<file path="config.mk">
export PLATFORM = sky130hd
export DESIGN_NAME = pixel_uart_streamer_flat
export DESIGN_NICKNAME = d
export VERILOG_FILES = /design/src/rtl/pixel_uart_streamer_pkg.sv /design/src/rtl/pixel_uart_streamer_if.sv /design/src/rtl/pixel_uart_streamer_uart_byte_tx.sv /design/src/rtl/pixel_uart_streamer.sv /design/src/flat_wrapper.sv
export SDC_FILE = /design/constraint.sdc
export NUM_CORES = 1
export LEC_CHECK = 0
export CAP_MARGIN = 20
export CORE_ASPECT_RATIO = 1.75
export CORE_MARGIN = 2
export CORE_UTILIZATION = 56
export CTS_CLUSTER_DIAMETER = 100
export CTS_CLUSTER_SIZE = 16
export DETAILED_ROUTE_END_ITERATION = 10
export PLACE_DENSITY = 0.9
export SYNTH_ARGS = -nofsm -noshare
export SYNTH_HDL_FRONTEND = slang
export SYNTH_SLANG_ARGS = --single-unit
</file>
<file path="constraint.sdc">
create_clock -name clk -period 2.6 [get_ports clk]
set_input_delay 0.26 -clock clk [delete_from_list [all_inputs] [get_ports clk]]
set_output_delay 0.26 -clock clk [all_outputs]
set_load 0.05 [all_outputs]
</file>
<file path="src/rtl/pixel_uart_streamer_pkg.sv">
// Shared types and constants for the pixel UART streamer.
// PIXEL_UART_PARITY_EN selects an 11-bit frame that carries an even-parity bit.
package pixel_uart_streamer_pkg;

  localparam logic UART_IDLE = 1'b1;
  localparam logic START_LVL = 1'b0;
  localparam logic STOP_LVL  = 1'b1;

  localparam int unsigned DATA_BITS = 8;

`ifdef PIXEL_UART_PARITY_EN
  localparam int unsigned FRAME_BITS = 11;
`else
  localparam int unsigned FRAME_BITS = 10;
`endif

  // Pixel sequencing; S_SEND spans the start, data and stop bits of one byte.
  typedef enum logic [2:0] {
    S_IDLE,
    S_FETCH,
    S_WAIT,
    S_LOAD,
    S_SEND,
    S_DONE
  } stream_state_e;

  typedef enum logic [2:0] {
    TX_IDLE,
    TX_START,
    TX_DATA,
    TX_PARITY,
    TX_STOP
  } tx_state_e;

endpackage

</file>
<file path="src/rtl/pixel_uart_streamer_if.sv">
// Result-RAM read port: strobe and address out, data back one clock later.
interface pixel_uart_streamer_if #(
  parameter int unsigned AW = 10,
  parameter int unsigned DW = 24
) ();

  logic          rd_en;
  logic [AW-1:0] rd_addr;
  logic [DW-1:0] rd_data;

  modport master (output rd_en, output rd_addr, input rd_data);
  modport slave  (input rd_en, input rd_addr, output rd_data);

endinterface

</file>
<file path="src/rtl/pixel_uart_streamer_uart_byte_tx.sv">
// Single-byte UART transmitter, LSB first, with registered line output.
// PIXEL_UART_PARITY_EN inserts an even-parity bit between bit 7 and the stop bit.
module uart_byte_tx
  import pixel_uart_streamer_pkg::*;
#(
  parameter int unsigned TICK_PER_HALF = 2604
) (
  input  logic       clk,
  input  logic       rst,
  input  logic       valid_i,
  input  logic [7:0] byte_i,
  output logic       busy_o,
  output logic       done_o,
  output logic       tx_o
);

  localparam logic [15:0] TICK_LAST = 16'(2 * TICK_PER_HALF - 1);

  tx_state_e   state_q, state_d;
  logic [15:0] tick_q, tick_d;
  logic [2:0]  bit_q, bit_d;
  logic [7:0]  shreg_q, shreg_d;
  logic        tx_q, tx_d;
  logic        bit_end;
`ifdef PIXEL_UART_PARITY_EN
  logic        par_q, par_d;
`endif

  assign bit_end = (tick_q == TICK_LAST);

  always_ff @(posedge clk) begin
    if (rst) begin
      state_q <= TX_IDLE;
      tick_q  <= '0;
      bit_q   <= '0;
      shreg_q <= '0;
      tx_q    <= UART_IDLE;
`ifdef PIXEL_UART_PARITY_EN
      par_q   <= 1'b0;
`endif
    end else begin
      state_q <= state_d;
      tick_q  <= tick_d;
      bit_q   <= bit_d;
      shreg_q <= shreg_d;
      tx_q    <= tx_d;
`ifdef PIXEL_UART_PARITY_EN
      par_q   <= par_d;
`endif
    end
  end

  // The line value for the next bit is loaded at the edge that ends the
  // current one, so the tick counter restarts at zero on every boundary.
  always_comb begin
    state_d = state_q;
    tick_d  = tick_q;
    bit_d   = bit_q;
    shreg_d = shreg_q;
    tx_d    = tx_q;
    done_o  = 1'b0;
`ifdef PIXEL_UART_PARITY_EN
    par_d   = par_q;
`endif
    if (state_q != TX_IDLE) begin
      tick_d = bit_end ? '0 : tick_q + 16'd1;
    end
    case (state_q)
      TX_IDLE: begin
        if (valid_i) begin
          state_d = TX_START;
          tick_d  = '0;
          bit_d   = '0;
          shreg_d = byte_i;
          tx_d    = START_LVL;
`ifdef PIXEL_UART_PARITY_EN
          par_d   = ^byte_i;
`endif
        end
      end
      TX_START: begin
        if (bit_end) begin
          state_d = TX_DATA;
          tx_d    = shreg_q[0];
          shreg_d = shreg_q >> 1;
          bit_d   = '0;
        end
      end
      TX_DATA: begin
        if (bit_end) begin
          if (bit_q == 3'(DATA_BITS - 1)) begin
`ifdef PIXEL_UART_PARITY_EN
            state_d = TX_PARITY;
            tx_d    = par_q;
`else
            state_d = TX_STOP;
            tx_d    = STOP_LVL;
`endif
          end else begin
            tx_d    = shreg_q[0];
            shreg_d = shreg_q >> 1;
            bit_d   = bit_q + 3'd1;
          end
        end
      end
`ifdef PIXEL_UART_PARITY_EN
      TX_PARITY: begin
        if (bit_end) begin
          state_d = TX_STOP;
          tx_d    = STOP_LVL;
        end
      end
`endif
      TX_STOP: begin
        if (bit_end) begin
          state_d = TX_IDLE;
          tx_d    = UART_IDLE;
          done_o  = 1'b1;
        end
      end
      default: begin
        state_d = TX_IDLE;
        tx_d    = UART_IDLE;
      end
    endcase
  end

  assign busy_o = (state_q != TX_IDLE);
  assign tx_o   = tx_q;

endmodule

</file>
<file path="src/rtl/pixel_uart_streamer.sv">
// Reads pixel words from the result RAM and streams each one as BPP UART
// bytes, least significant byte first; signals done after the final stop bit.
module pixel_uart_streamer
  import pixel_uart_streamer_pkg::*;
#(
  parameter int unsigned BPP           = 3,
  parameter int unsigned PIXELS        = 225,
  parameter int unsigned AW            = 10,
  parameter int unsigned TICK_PER_HALF = 2604
) (
  input  logic                   clk,
  input  logic                   rst,
  input  logic                   start,
  pixel_uart_streamer_if.master  ram,
  output logic                   tx,
  output logic                   tx_active,
  output logic                   done
);

  localparam int unsigned PW = 8 * BPP;
  localparam int unsigned IW = (BPP > 1) ? $clog2(BPP) : 1;
  localparam logic [IW-1:0] IDX_LAST  = IW'(BPP - 1);
  localparam logic [AW-1:0] ADDR_LAST = AW'(PIXELS - 1);

  stream_state_e state_q, state_d;
  logic [AW-1:0] addr_q, addr_d;
  logic [IW-1:0] idx_q, idx_d;
  logic [PW-1:0] pix_q, pix_d;
  logic          active_q, active_d;
  logic          done_q, done_d;

  logic          byte_valid;
  logic          byte_busy;
  logic          byte_done;

  always_ff @(posedge clk) begin
    if (rst) begin
      state_q  <= S_IDLE;
      addr_q   <= '0;
      idx_q    <= '0;
      pix_q    <= '0;
      active_q <= 1'b0;
      done_q   <= 1'b0;
    end else begin
      state_q  <= state_d;
      addr_q   <= addr_d;
      idx_q    <= idx_d;
      pix_q    <= pix_d;
      active_q <= active_d;
      done_q   <= done_d;
    end
  end

  always_comb begin
    state_d    = state_q;
    addr_d     = addr_q;
    idx_d      = idx_q;
    pix_d      = pix_q;
    active_d   = active_q;
    done_d     = done_q;
    byte_valid = 1'b0;
    case (state_q)
      S_IDLE, S_DONE: begin
        if (start) begin
          state_d  = S_FETCH;
          addr_d   = '0;
          active_d = 1'b1;
          done_d   = 1'b0;
        end
      end
      S_FETCH: state_d = S_WAIT;
      S_WAIT: begin
        pix_d   = ram.rd_data;
        idx_d   = '0;
        state_d = S_LOAD;
      end
      S_LOAD: begin
        if (!byte_busy) begin
          byte_valid = 1'b1;
          state_d    = S_SEND;
        end
      end
      S_SEND: begin
        // Shifting the pixel right keeps the next byte in the low lane.
        if (byte_done) begin
          if (idx_q < IDX_LAST) begin
            idx_d   = idx_q + 1'b1;
            pix_d   = pix_q >> 8;
            state_d = S_LOAD;
          end else if (addr_q < ADDR_LAST) begin
            addr_d  = addr_q + 1'b1;
            state_d = S_FETCH;
          end else begin
            active_d = 1'b0;
            done_d   = 1'b1;
            state_d  = S_DONE;
          end
        end
      end
      default: state_d = S_IDLE;
    endcase
  end

  assign ram.rd_en   = (state_q == S_FETCH);
  assign ram.rd_addr = addr_q;
  assign tx_active   = active_q;
  assign done        = done_q;

  uart_byte_tx #(
    .TICK_PER_HALF(TICK_PER_HALF)
  ) u_byte_tx (
    .clk    (clk),
    .rst    (rst),
    .valid_i(byte_valid),
    .byte_i (pix_q[7:0]),
    .busy_o (byte_busy),
    .done_o (byte_done),
    .tx_o   (tx)
  );

endmodule

</file>
<file path="src/flat_wrapper.sv">
// flat-port wrapper written by rule: the top's interface ports become plain ports
module pixel_uart_streamer_flat import pixel_uart_streamer_pkg::*;
#(
  parameter int unsigned BPP           = 3,
  parameter int unsigned PIXELS        = 225,
  parameter int unsigned AW            = 10,
  parameter int unsigned TICK_PER_HALF = 2604
)
  (clk, rst, start, tx, tx_active, done, ram_rd_en, ram_rd_addr, ram_rd_data);
  pixel_uart_streamer_if #(.AW(AW), .DW(24)) ram_i ();
  input  logic clk;
  input  logic rst;
  input  logic start;
  output logic tx;
  output logic tx_active;
  output logic done;
  output wire logic [$bits(ram_i.rd_en)-1:0] ram_rd_en;
  output wire logic [$bits(ram_i.rd_addr)-1:0] ram_rd_addr;
  input wire logic [$bits(ram_i.rd_data)-1:0] ram_rd_data;
  assign ram_rd_en = ram_i.rd_en;
  assign ram_rd_addr = ram_i.rd_addr;
  assign ram_i.rd_data = ram_rd_data;
  pixel_uart_streamer #(.BPP(BPP), .PIXELS(PIXELS), .AW(AW), .TICK_PER_HALF(TICK_PER_HALF)) u_core (.clk(clk), .rst(rst), .start(start), .ram(ram_i), .tx(tx), .tx_active(tx_active), .done(done));
endmodule
</file>
# Yosys cells after proc, flatten, opt, wreduce, memory -nomap -nowiden
# Index checks and enable logic that the tools add are counted.
dict set report word_totals {
  in_bits 27
  ff_bits 72
}
dict set report classes {
  magnitude_cmp 2
  addsub 4
  n_eq_ne 23
  reduce_logical 14
  mux 56
}
# op count
set op_table {}
lappend op_table {{2-to-1 mux 16 bit} 4}
lappend op_table {{2-to-1 mux 24 bit} 2}
lappend op_table {{one-hot mux 24 bit (2 select lines)} 1}
lappend op_table {{2-to-1 mux 10 bit} 4}
lappend op_table {{2-to-1 mux 3 bit} 13}
lappend op_table {{2-to-1 mux 8 bit} 4}
lappend op_table {{one-hot mux 8 bit (3 select lines)} 1}
lappend op_table {{one-hot mux 10 bit (2 select lines)} 1}
lappend op_table {{AND reduction 5 bit} 4}
lappend op_table {{inequality test 2 bit (second input constant)} 9}
lappend op_table {{2-to-1 mux 1 bit} 17}
lappend op_table {{adder 16 x 1 -> 16 bit (second input constant)} 1}
lappend op_table {{== test 16 x 13 -> 1 bit (second input constant)} 1}
lappend op_table {{one-hot mux 3 bit (5 select lines)} 1}
lappend op_table {{== test 3 bit (second input constant)} 4}
lappend op_table {{one-hot mux 3 bit (4 select lines)} 1}
lappend op_table {{adder 10 x 1 -> 10 bit (second input constant)} 1}
lappend op_table {{less-than comparator 10 x 8 -> 1 bit (second input constant)} 1}
lappend op_table {{== test 3 x 2 -> 1 bit (second input constant)} 3}
lappend op_table {{one-hot mux 3 bit (3 select lines)} 1}
lappend op_table {{inequality test 2 x 1 -> 1 bit (second input constant)} 4}
lappend op_table {{== test 3 x 1 -> 1 bit (second input constant)} 2}
lappend op_table {{zero test 3 bit} 2}
lappend op_table {{AND reduction 3 bit} 2}
lappend op_table {{11 further kinds} 15}

# Depth between registers and ports, before layout
# Gate-level depths: netlist (run 1).
dict set report depth {
  depth_word 5
  ltp_mapped 8
  mapped_depth_nobuf 6
}

# By module
# A second synthesis (run 1) with hierarchy kept.
dict set report hier_totals {
  cells_unflattened 448
  area_unflattened_um2 3915.0
}
# module instances area_each_um2 seq_area_each_um2 cells_each
set modules_own_cells {}
lappend modules_own_cells {pixel_uart_streamer 1 1994.4 820.8 224}
lappend modules_own_cells {uart_byte_tx 1 1920.6 620.6 224}

# Worst setup path after synthesis (run 1)
# Ideal clock, no wire load.
dict set report synth_timing {
  path_kind {reg2reg}
  start {register u_core.addr_q[6], in the netlist u_core.ram.rd_addr[6]}
  end {register u_core.addr_q[4], in the netlist u_core.ram.rd_addr[4]}
  stages_incl_launch_ff 6
  setup_slack_ps 738
  arrival_time_ps 1742
  n_path_buf 0
  cell_sequence {dfxtp_1 -> and3_1 -> nor3_1 -> nand3_1 -> o211a_1 -> a211o_1}
}
dict set report synth_via {
  elab_chain_cells 3
}
# element line
set synth_lines {}
lappend synth_lines {{start: declaration} pixel_uart_streamer.sv:26} ;# logic [AW-1:0] addr_q, addr_d;
lappend synth_lines {{start signal: assignment} pixel_uart_streamer.sv:46} ;# addr_q <= addr_d;
lappend synth_lines {{less-than comparator 10 x 8 -> 1 bit} pixel_uart_streamer.sv:90} ;# end else if (addr_q < ADDR_LAST) begin
lappend synth_lines {{inequality test 2 x 1 -> 1 bit (no line)} --}
lappend synth_lines {{AND reduction 5 bit (no line)} --}
# No other way between the ends.
# A chain may end at the register's enable or synchronous reset.

# Final worst setup path (run 1)
dict set report layout_timing {
  start {register u_core.state_q[2]}
  end {output port ram_rd_en}
}
dict set report layout_via {
  elab_chain_cells 1
}
# element line
set layout_lines {}
lappend layout_lines {{start: declaration} pixel_uart_streamer.sv:25} ;# stream_state_e state_q, state_d;
lappend layout_lines {{start signal: assignment} pixel_uart_streamer.sv:45} ;# state_q <= state_d;
lappend layout_lines {{== test 3 x 1 -> 1 bit} pixel_uart_streamer.sv:104} ;# assign ram.rd_en = (state_q == S_FETCH);
lappend layout_lines {{end: declaration} flat_wrapper.sv:17} ;# output wire logic [$bits(ram_i.rd_en)-1:0] ram_rd_en;
# No other way between the ends.

==> results of run 1 <==
state kept, by name, summed over array words and instances (netlist names):
signal / flops
u_core.done: 1
u_core.idx_q: 2
u_core.pix_q: 24
u_core.ram.rd_addr: 10
u_core.state_q: 3
u_core.tx_active: 1
u_core.u_byte_tx.bit_q: 3
u_core.u_byte_tx.shreg_q: 8
u_core.u_byte_tx.state_q: 3
u_core.u_byte_tx.tick_q: 16
u_core.u_byte_tx.tx_o: 1
path summary, 6_finish.rpt:
| path | to | startpoint | slack (ns) | cells after the start |
|---|---|---|---|---|
| max | ram_rd_en | u_core.state_q[2]$_SDFFE_PP0P_ | 0.37 | 4 |
| min | u_core.ram.rd_addr[7]$_SDFFE_PP0P_ | rst | 0.38 | 2 |
| max reg2reg | u_core.u_byte_tx.tick_q[8]$_SDFF_PP0_ | u_core.u_byte_tx.tick_q[0]$_SDFF_PP0_ | 0.37 | 6 |
| min reg2reg | u_core.ram.rd_addr[9]$_SDFFE_PP0P_ | u_core.ram.rd_addr[9]$_SDFFE_PP0P_ | 0.46 | 2 |
cells in the final DEF (no fill, tap or decap), types with 5 or more instances in the layout:
cell / instances
a22o_1: 9
a21oi_1: 12
a211oi_1: 26
a31oi_1: 13
nor4_1: 6
inv_1: 11
nand2b_1: 13
nor3_1: 15
clkbuf_8: 10
o21ai_0: 15
nand4_1: 5
buf_4: 8
and4_1: 6
nor2_1: 51
nand2_1: 25
clkdlybuf4s50_1: 39
dfxtp_1: 72
nand3b_1: 5
mux2i_1: 24
nand3_1: 17
what timing repair did:
item	in CTS	in global routing
gates resized for setup	0	1
endpoints found under the hold margin	0	0
hold buffers	0	0
setup endpoints to repair	0	1
through the flow:
step	hold slack [ns]	util, %	power (mW)
floorplan	0.386	-	1.37
global placement	0.445	64.8	1.44
detailed placement	0.451	64.8	1.45
CTS	0.368	68.0	2.33
global route	0.400	68.2	2.41
finish	0.377	68.2	2.32
metal layers:
| metal | part of all wire, % | vias to the layer above | global-route usage, % |
|---|---|---|---|
| li1 | - | 1606 | - |
| met3 | 4.2 | 27 | 5.63 |
| met4 | 4.0 | 0 | 16.3 |
| met5 | 0 | - | 0 |
| met1 | 38 | 1513 | 28.0 |
| met2 | 54 | 101 | 46.9 |
kinds of logic (layout without fill, tap and decap cells):
family	after synthesis	count (layout)
buffers and inverters	36	75
XOR/XNOR	1	1
AND/OR/NAND/NOR	167	167
flip-flops	72	72
adder cells (fa/ha/maj)	4	4
multiplexers	24	24
AO/OA/AOI/OAI	104	104
where the power goes:
| part | internal (mW) | leakage (nW) | switching (mW) | total (mW) |
|---|---|---|---|---|
| clock | 0.467 | 0.0956 | 0.423 | 0.890 |
| sequential | 1.15 | 0.584 | 0.0364 | 1.18 |
| combinational | 0.112 | 0.844 | 0.136 | 0.249 |
| total | 1.73 | 1.52 | 0.596 | 2.32 |
final cells by class:
| class | instances | area, µm² | share of cell area, % |
|---|---|---|---|
| clock buffers | 11 | 141 | 3.36 |
| inverters | 11 | 41.3 | 0.980 |
| repair buffers | 49 | 460 | 10.9 |
| multi-input cells | 300 | 1970 | 46.9 |
| flip-flops and latches | 72 | 1440 | 34.2 |
| clock inverters | 4 | 55.1 | 1.31 |
| well taps | 80 | 100 | 2.38 |
critical path, delay by kind of cell, from the launching register on:
kind,cells,cell delay (ns)
AND/OR/NAND/NOR,2,0.21
buffers and inverters,2,1.00
flip-flops,1,0.40
==> results_dict.tcl, run 1 <==
set metrics [dict create \
    drt-total-wl_um 8490 \
    io_pins 41 \
    area_growth_pct 17.8 \
    finalCritPeriodShare_pct 85.9 \
    synth_area_um2 3580 \
    ys_ff_latch 72 \
    p_leak_nw 1.52 \
    post-place-ws_ns 0.240 \
    max_freq_ghz 0.448 \
    synth-edff-count 0 \
    syn_area_per_cell_um2 8.77 \
    port_buffers 40 \
    grt_max_degree 34 \
    synth_top_family_by_area "simple AND/OR/NAND/NOR gates" \
    ys_seq_area_share_pct 40.3 \
    grtUsageTotal_pct 26.4 \
    dpl.cell_count 511 \
    synth_mux_area_share_pct 6.72 \
    fin_crit_ns 2.23 \
    ant_nets 0 \
    start_util_pct 57.9 \
    cp.arrival_ns 1.97 \
    hold_class "primary input to flip-flop" \
    viasPerCell 6.16 \
    p_per_area_nw_per_um2 551 \
    rsz0062_at_grt "false" \
    cts_setup_buffers 0 \
    yosysTopAreaCellShare_pct 40.3 \
    yosysWarnings 0 \
    synth_fa_ha_area_share_pct 1.40 \
    drc 0 \
    die_h_um 110 \
    synth-xor-area-share_pct 0.245 \
    diodes 0 \
    drive_gt1_share_pct 8.28 \
    synth-simple-area-share_pct 25.0 \
    synth-compound-area-share_pct 21.6 \
    netlist_instances 408 \
    antenna_found_initial 0 \
    cp_max_fo 10 \
    overflow 0 \
    drv_cap 0 \
    synth_most_common_cell "dfxtp_1" \
    status "finished clean" \
    clkLatencyLatePin_ns 0.36 \
    synth-main-ff-cell "dfxtp_1" \
    maxSlewHeadroom_pct 54.6 \
    worstSetupPathType "flip-flop to output pin" \
    dieArea_um2 7070 \
    hpwl_um 6050 \
    synthDistinctLibCells 57 \
    ir_worst_vdd_mv 0.348 \
    slowest_stage "clkdlybuf4s50_1" \
    finalSetupViolCount 0 \
    fin_cells 527 \
    required_ns 2.34 \
    dr.pass1.iters 4 \
    grt_pass1_vias 3218 \
    post_drt_wl_per_cell_um 16.1 \
    slew_violations 0 \
    hold_violations 0 \
    fin_area_um2 4210 \
    routabilityCongestion 0.911 \
    clk_pin_slew_ns 0.08 \
    synth_common_cells "dfxtp_1 (72), nor2_1 (51), a211oi_1 (26)" \
    yosys.area.top_type "dfxtp_1" \
    vias 3247 \
    critPathMaxStageDelay_ns 0.81 \
    num-fill-cells 466 \
    final.setup.worst_slack_ns 0.367 \
    ctsRootBufferMaster "clkbuf_8" \
    fin_setup_tns_ns 0 \
    cts_num_sinks 72 \
    end_kind "output pin" \
    nets 474 \
    async_flop_share_pct 0 \
    grt_pass1_wl_um 14400 \
    placed_cell_area_um2 4000 \
    cts_made_buffers 9 \
    num_rows 38 \
    htree_levels 3 \
    cts_tree "yes" \
    synthesis.nets 439 \
    cts_buffer_depth 2 \
    synthTopCellsByArea "dfxtp_1 (40%), mux2i_1 (6.7%), a211oi_1 (5.5%)" \
    dr.first_iter.drc_count 392 \
    skew_ns 0.0116 \
    crit_path_start_kind "flip-flop" \
    die_x_um 64.4 \
    core_um2 6180 \
    path_cells "inv_1, nand2_1, nor2_1, clkdlybuf4s50_1" \
    worst_pin_slew_ns 0.679 \
]
Note: power is estimated with default switching activity, not from simulation.
==> inputs of run 2 (changes only) <==
CORE_UTILIZATION = 60   (was 56)
PLACE_DENSITY = 0.95   (was 0.9)
clock period = 2.84 ns   (was 2.6 ns; I/O delays follow)
==> run 2 against run 1 <==
Clock power is 0.8% lower. Wire length increased by 1.0%. Sequential share of layout area grew 0.14 points. Non-clock buffer count is 3 lower. Flip-flop and latch count did not move. Final area down 0.42%. Worst hold slack gained 0.081 ns.
==> results_dict.tcl, run 2 (same netlist as run 1, synthesis figures left out) <==
set metrics [dict create \
    status "finished clean" \
    fin_setup_tns_ns 0 \
    ctsHoldBuffers 0 \
    overflow 0 \
    viasPerCell 6.37 \
    grt.met1_usage_pct 30.4 \
    skew_ns 0.0133 \
    cts_setup_buffers 0 \
    placed_cell_area_um2 3980 \
    cp.arrival_ns 2.65 \
    drc 0 \
    hpwl_um 6000 \
    layout_common_cells "dfxtp_1 (72), nor2_1 (51), clkdlybuf4s50_1 (39)" \
    hold_violations 0 \
    max_flop_register "u_core.pix_q" \
    num_rows 37 \
    max_freq_ghz 0.417 \
    post_drt_wl_per_cell_um 16.4 \
    p_leak_nw 1.51 \
    layout.cells.most_common "dfxtp_1" \
    rsz0062_at_grt "false" \
    grt_max_degree 39 \
    dr.pass1.iters 5 \
    grt_pass1_wl_um 14700 \
    start_util_pct 61.3 \
    htree_levels 3 \
    maxSlewHeadroom_pct 50.7 \
    vias 3333 \
    ctsRootBufferMaster "clkbuf_8" \
    worstSetupPathType "flip-flop to flip-flop" \
    hold_ws_ns 0.457 \
    antenna_found_initial 0 \
    drive_gt1_share_pct 7.64 \
    dpl.cell_count 506 \
    dr.first_iter.drc_count 263 \
    largest_register_ffs 24 \
    worst_pin_slew_ns 0.739 \
    p_comb_share_pct 10.2 \
    drv_cap 0 \
    busiest_layer "met2" \
    core_um2 5830 \
    nets 471 \
    fin_cells 523 \
    cts_buffer_depth 2 \
    met3_usage_pct 5.40 \
    ant_nets 0 \
    num-fill-cells 422 \
    grt_util_met2_pct 48.4 \
    die_h_um 106 \
    end_kind "flip-flop" \
    area_growth_pct 17.3 \
    p_int_mw 1.65 \
    p_per_area_nw_per_um2 522 \
    slew_violations 0 \
    diodes 0 \
    port_buffers 40 \
    grtUsageTotal_pct 27.6 \
    clk_pin_slew_ns 0.08 \
    io_pins 41 \
    drt-total-wl_um 8570 \
    dieArea_um2 6620 \
    final_util_pct 71.9 \
    required_ns 3.10 \
    cts_num_sinks 72 \
    ctsResizeCount 0 \
    routabilityCongestion 0.922 \
    cp_max_fo 22 \
    clkLatencyLatePin_ns 0.36 \
    die_x_um 62.4 \
    cts_made_buffers 9 \
    hold_class "flip-flop to flip-flop" \
    cts_tree "yes" \
    power_frac_clock_pct 40.3 \
    finalCritPeriodShare_pct 84.4 \
    fin_crit_ns 2.40 \
    finalSetupViolCount 0 \
    ir_worst_vdd_mv 0.472 \
    p_switching_mw 0.545 \
    p_seq_share_pct 49.4 \
    crit_path_start_kind "flip-flop" \
    sw_frac_of_total_pct 24.9 \
    fin_area_um2 4200 \
    grt_pass1_vias 3294 \
]
-- run 2: changes by cell type in the layout (fill, tap and decap cells not counted), sizes merged --
cell,change
buf,-3
bufinv,+1
-- run 2: worst max-delay path, cell delays in order (launching register included) --
cell and delay, ns:
dfxtp_1 0.39, ha_1 0.28, and4_1 0.26, nand4_2 0.25, o32ai_4 0.70, nor2_1 0.12
a211oi_1 0.30
-- run 2: path summary, 6_finish.rpt --
path / startpoint / end / slack (ns) / cells after the start
min reg2reg: u_core.ram.rd_addr[9]$_SDFFE_PP0P_ / u_core.ram.rd_addr[9]$_SDFFE_PP0P_ / 0.46 / 2
min: u_core.ram.rd_addr[9]$_SDFFE_PP0P_ / u_core.ram.rd_addr[9]$_SDFFE_PP0P_ / 0.46 / 2
max: u_core.u_byte_tx.tick_q[0]$_SDFF_PP0_ / u_core.u_byte_tx.shreg_q[3]$_SDFFE_PP0P_ / 0.44 / 6
max reg2reg: u_core.u_byte_tx.tick_q[0]$_SDFF_PP0_ / u_core.u_byte_tx.shreg_q[3]$_SDFFE_PP0P_ / 0.44 / 6
-- run 2: metrics by stage --
stage / total power [mW] / setup slack, ns
floorplan: 1.25 / 0.978
global placement: 1.32 / 0.667
detailed placement: 1.33 / 0.523
CTS: 2.19 / 0.465
global route: 2.26 / 0.204
finish: 2.19 / 0.444
-- run 2: power by group through the flow --
| stage | registers [mW] | clock network, mW | logic [mW] |
|---|---|---|---|
| after floorplan | 1.10 | 0 | 0.154 |
| after global placement | 1.10 | 0 | 0.211 |
| after detailed placement | 1.11 | 0 | 0.221 |
| after CTS | 1.08 | 0.889 | 0.223 |
| after global routing | 1.09 | 0.921 | 0.248 |
| final | 1.08 | 0.883 | 0.224 |
-- run 2: layout make-up --
class	instances	area, µm²	share of cell area, %
Sequential cell	72	1440	34.3
Tap cell	78	97.6	2.33
Clock inverter	5	81.3	1.94
Multi-Input combinational cell	300	1970	46.8
Inverter	11	41.3	0.984
Clock buffer	11	131	3.13
Timing Repair Buffer	46	438	10.4
-- run 2: routing by layer --
layer | up-vias | wire length, µm
met5 | - | 0
met4 | 0 | 391
met3 | 39 | 452
met2 | 154 | 4450
met1 | 1549 | 3280
li1 | 1591 | -
==> inputs of run 3 (changes only) <==
CORE_UTILIZATION = 50   (was 60)
PLACE_DENSITY = 0.85   (was 0.95)
clock period = 2.1 ns   (was 2.84 ns; I/O delays follow)
==> run 3 against run 2 <==
Sequential share of layout area decreased by 3.1 points. Worst hold slack got worse by 0.12 ns. Maximum frequency increased by 18%. Critical path depth increased by 3. Wire length increased by 6.7%. Clock power increased by 72%. Utilization decreased by 5.1 points. Die area increased by 19%. Final cell count increased by 6.7%. Sequential power increased by 35%. Largest power group is now the clock network.
==> results_dict.tcl, run 3 (same netlist as run 1, synthesis figures left out) <==
set metrics [dict create \
    grtUsageTotal_pct 24.7 \
    layout_common_cells "dfxtp_1 (71), nor2_1 (51), clkdlybuf4s50_1 (38)" \
    grt_max_degree 34 \
    p_leak_nw 1.72 \
    cts_buffer_depth 2 \
    required_ns 2.36 \
    clkLatencyLatePin_ns 0.34 \
    worstSetupPathType "flip-flop to flip-flop" \
    critPathMaxStageDelay_ns 0.37 \
    num-fill-cells 520 \
    grt_pass1_wl_um 14900 \
    die_x_um 67.9 \
    power_mw 3.33 \
    dpl.cell_count 538 \
    drive_gt1_share_pct 15.6 \
    clk_pin_slew_ns 0.06 \
    hpwl_um 6460 \
    slew_violations 0 \
    crit_path_start_kind "flip-flop" \
    ant_nets 0 \
    maxSlewHeadroom_pct 53.0 \
    cts_made_buffers 9 \
    die_h_um 116 \
    end_kind "flip-flop" \
    max_flop_register "u_core.pix_q" \
    fin_cells 558 \
    core_um2 6910 \
    hold_violations 0 \
    final_util_pct 66.8 \
    rsz0062_at_grt "true" \
    io_pins 41 \
    vias 3396 \
    status "finished clean" \
    final.setup.worst_slack_ns 0.0699 \
    max_freq_ghz 0.493 \
    layout.cells.most_common "dfxtp_1" \
    cpMostUsedCell "buf_4" \
    viasPerCell 6.09 \
    overflow 0 \
    antenna_found_initial 0 \
    routabilityCongestion 0.870 \
    dr.pass1.iters 4 \
    cp_max_fo 11 \
    p_per_area_nw_per_um2 722 \
    worst_pin_slew_ns 0.705 \
    largest_register_ffs 24 \
    finalCritPeriodShare_pct 96.7 \
    htree_levels 3 \
    dr.first_iter.drc_count 287 \
    fin_crit_ns 2.03 \
    path_cells "ha_1, buf_4, and4_2, nand4_4, o32ai_4, buf_4, clkbuf_16, nand3_1, o21ai_0" \
    skew_ns 0.00866 \
    post_drt_wl_per_cell_um 16.4 \
    drc 0 \
    cts_tree "yes" \
    cp.arrival_ns 2.29 \
    area_growth_pct 29.0 \
    dieArea_um2 7870 \
    slowest_stage "o32ai_4" \
    finalSetupViolCount 0 \
    grt_pass1_vias 3347 \
    nets 500 \
    start_util_pct 51.8 \
    ctsRootBufferMaster "clkbuf_16" \
    drt-total-wl_um 9150 \
    diodes 0 \
    hold_class "primary input to flip-flop" \
    ir_worst_vdd_mv 0.649 \
    port_buffers 40 \
    num_rows 40 \
    drv_cap 0 \
    post-place-ws_ns -0.0944 \
    cts_num_sinks 72 \
]
run 3: metal layers:
layer  share of wire (%)  global-route usage, %
met5                   0                      0
met2                  56                   44.2
met1                  38                   26.1
met4                 2.5                   14.8
met3                 3.9                   3.79
run 3: repair_timing:
item	CTS	global route
pin swaps	0	2
hold endpoints to repair	0	0
cloned	0	1
hold buffers	0	0
setup endpoints to repair	18	29
gates resized for setup	4	10
setup buffers	0	3
run 3: final timing paths:
| check | from | endpoint | slack (ns) | depth (start not counted) |
|---|---|---|---|---|
| max | u_core.u_byte_tx.tick_q[1]$_SDFF_PP0_ | u_core.u_byte_tx.bit_q[2]$_SDFFE_PP0P_ | 0.07 | 9 |
| min | rst | u_core.ram.rd_addr[7]$_SDFFE_PP0P_ | 0.34 | 2 |
| min reg2reg | u_core.ram.rd_addr[8]$_SDFFE_PP0P_ | u_core.ram.rd_addr[8]$_SDFFE_PP0P_ | 0.46 | 2 |
| max reg2reg | u_core.u_byte_tx.tick_q[1]$_SDFF_PP0_ | u_core.u_byte_tx.bit_q[2]$_SDFFE_PP0P_ | 0.07 | 9 |
run 3: layout make-up:
cell class                      instances  area [µm²]  share of cell area (%)
Clock inverter                          6        67.6                    1.46
Timing Repair Buffer                   75         698                    15.1
Tap cell                               84         105                    2.28
Clock buffer                           10         229                    4.96
Sequential cell                        72        1440                    31.3
Inverter                               11        41.3                   0.895
Multi-Input combinational cell        300        2030                    44.0
run 3: through the flow:
step	TNS (ns)	hold WS (ns)	area (µm²)
after global placement	0	0.446	4200
after floorplan	0	0.336	3580
after global routing	-0.0354	0.349	4610
after CTS	0	0.321	4520
final	0	0.335	4610
after detailed placement	-0.751	0.455	4200
run 3: power by group:
part	switching, mW	total (mW)	internal [mW]
combinational	0.187	0.352	0.165
clock	0.594	1.52	0.925
sequential	0.0376	1.46	1.42
total	0.818	3.33	2.51
run 3: worst max-delay path: cells and delay by family, from the launching register on:
family          cells  cell delay, ns
simple gates        3            0.52
buf+inv             3            0.47
compound gates      2            0.44
flops               1            0.35
fa+ha+maj           1            0.16
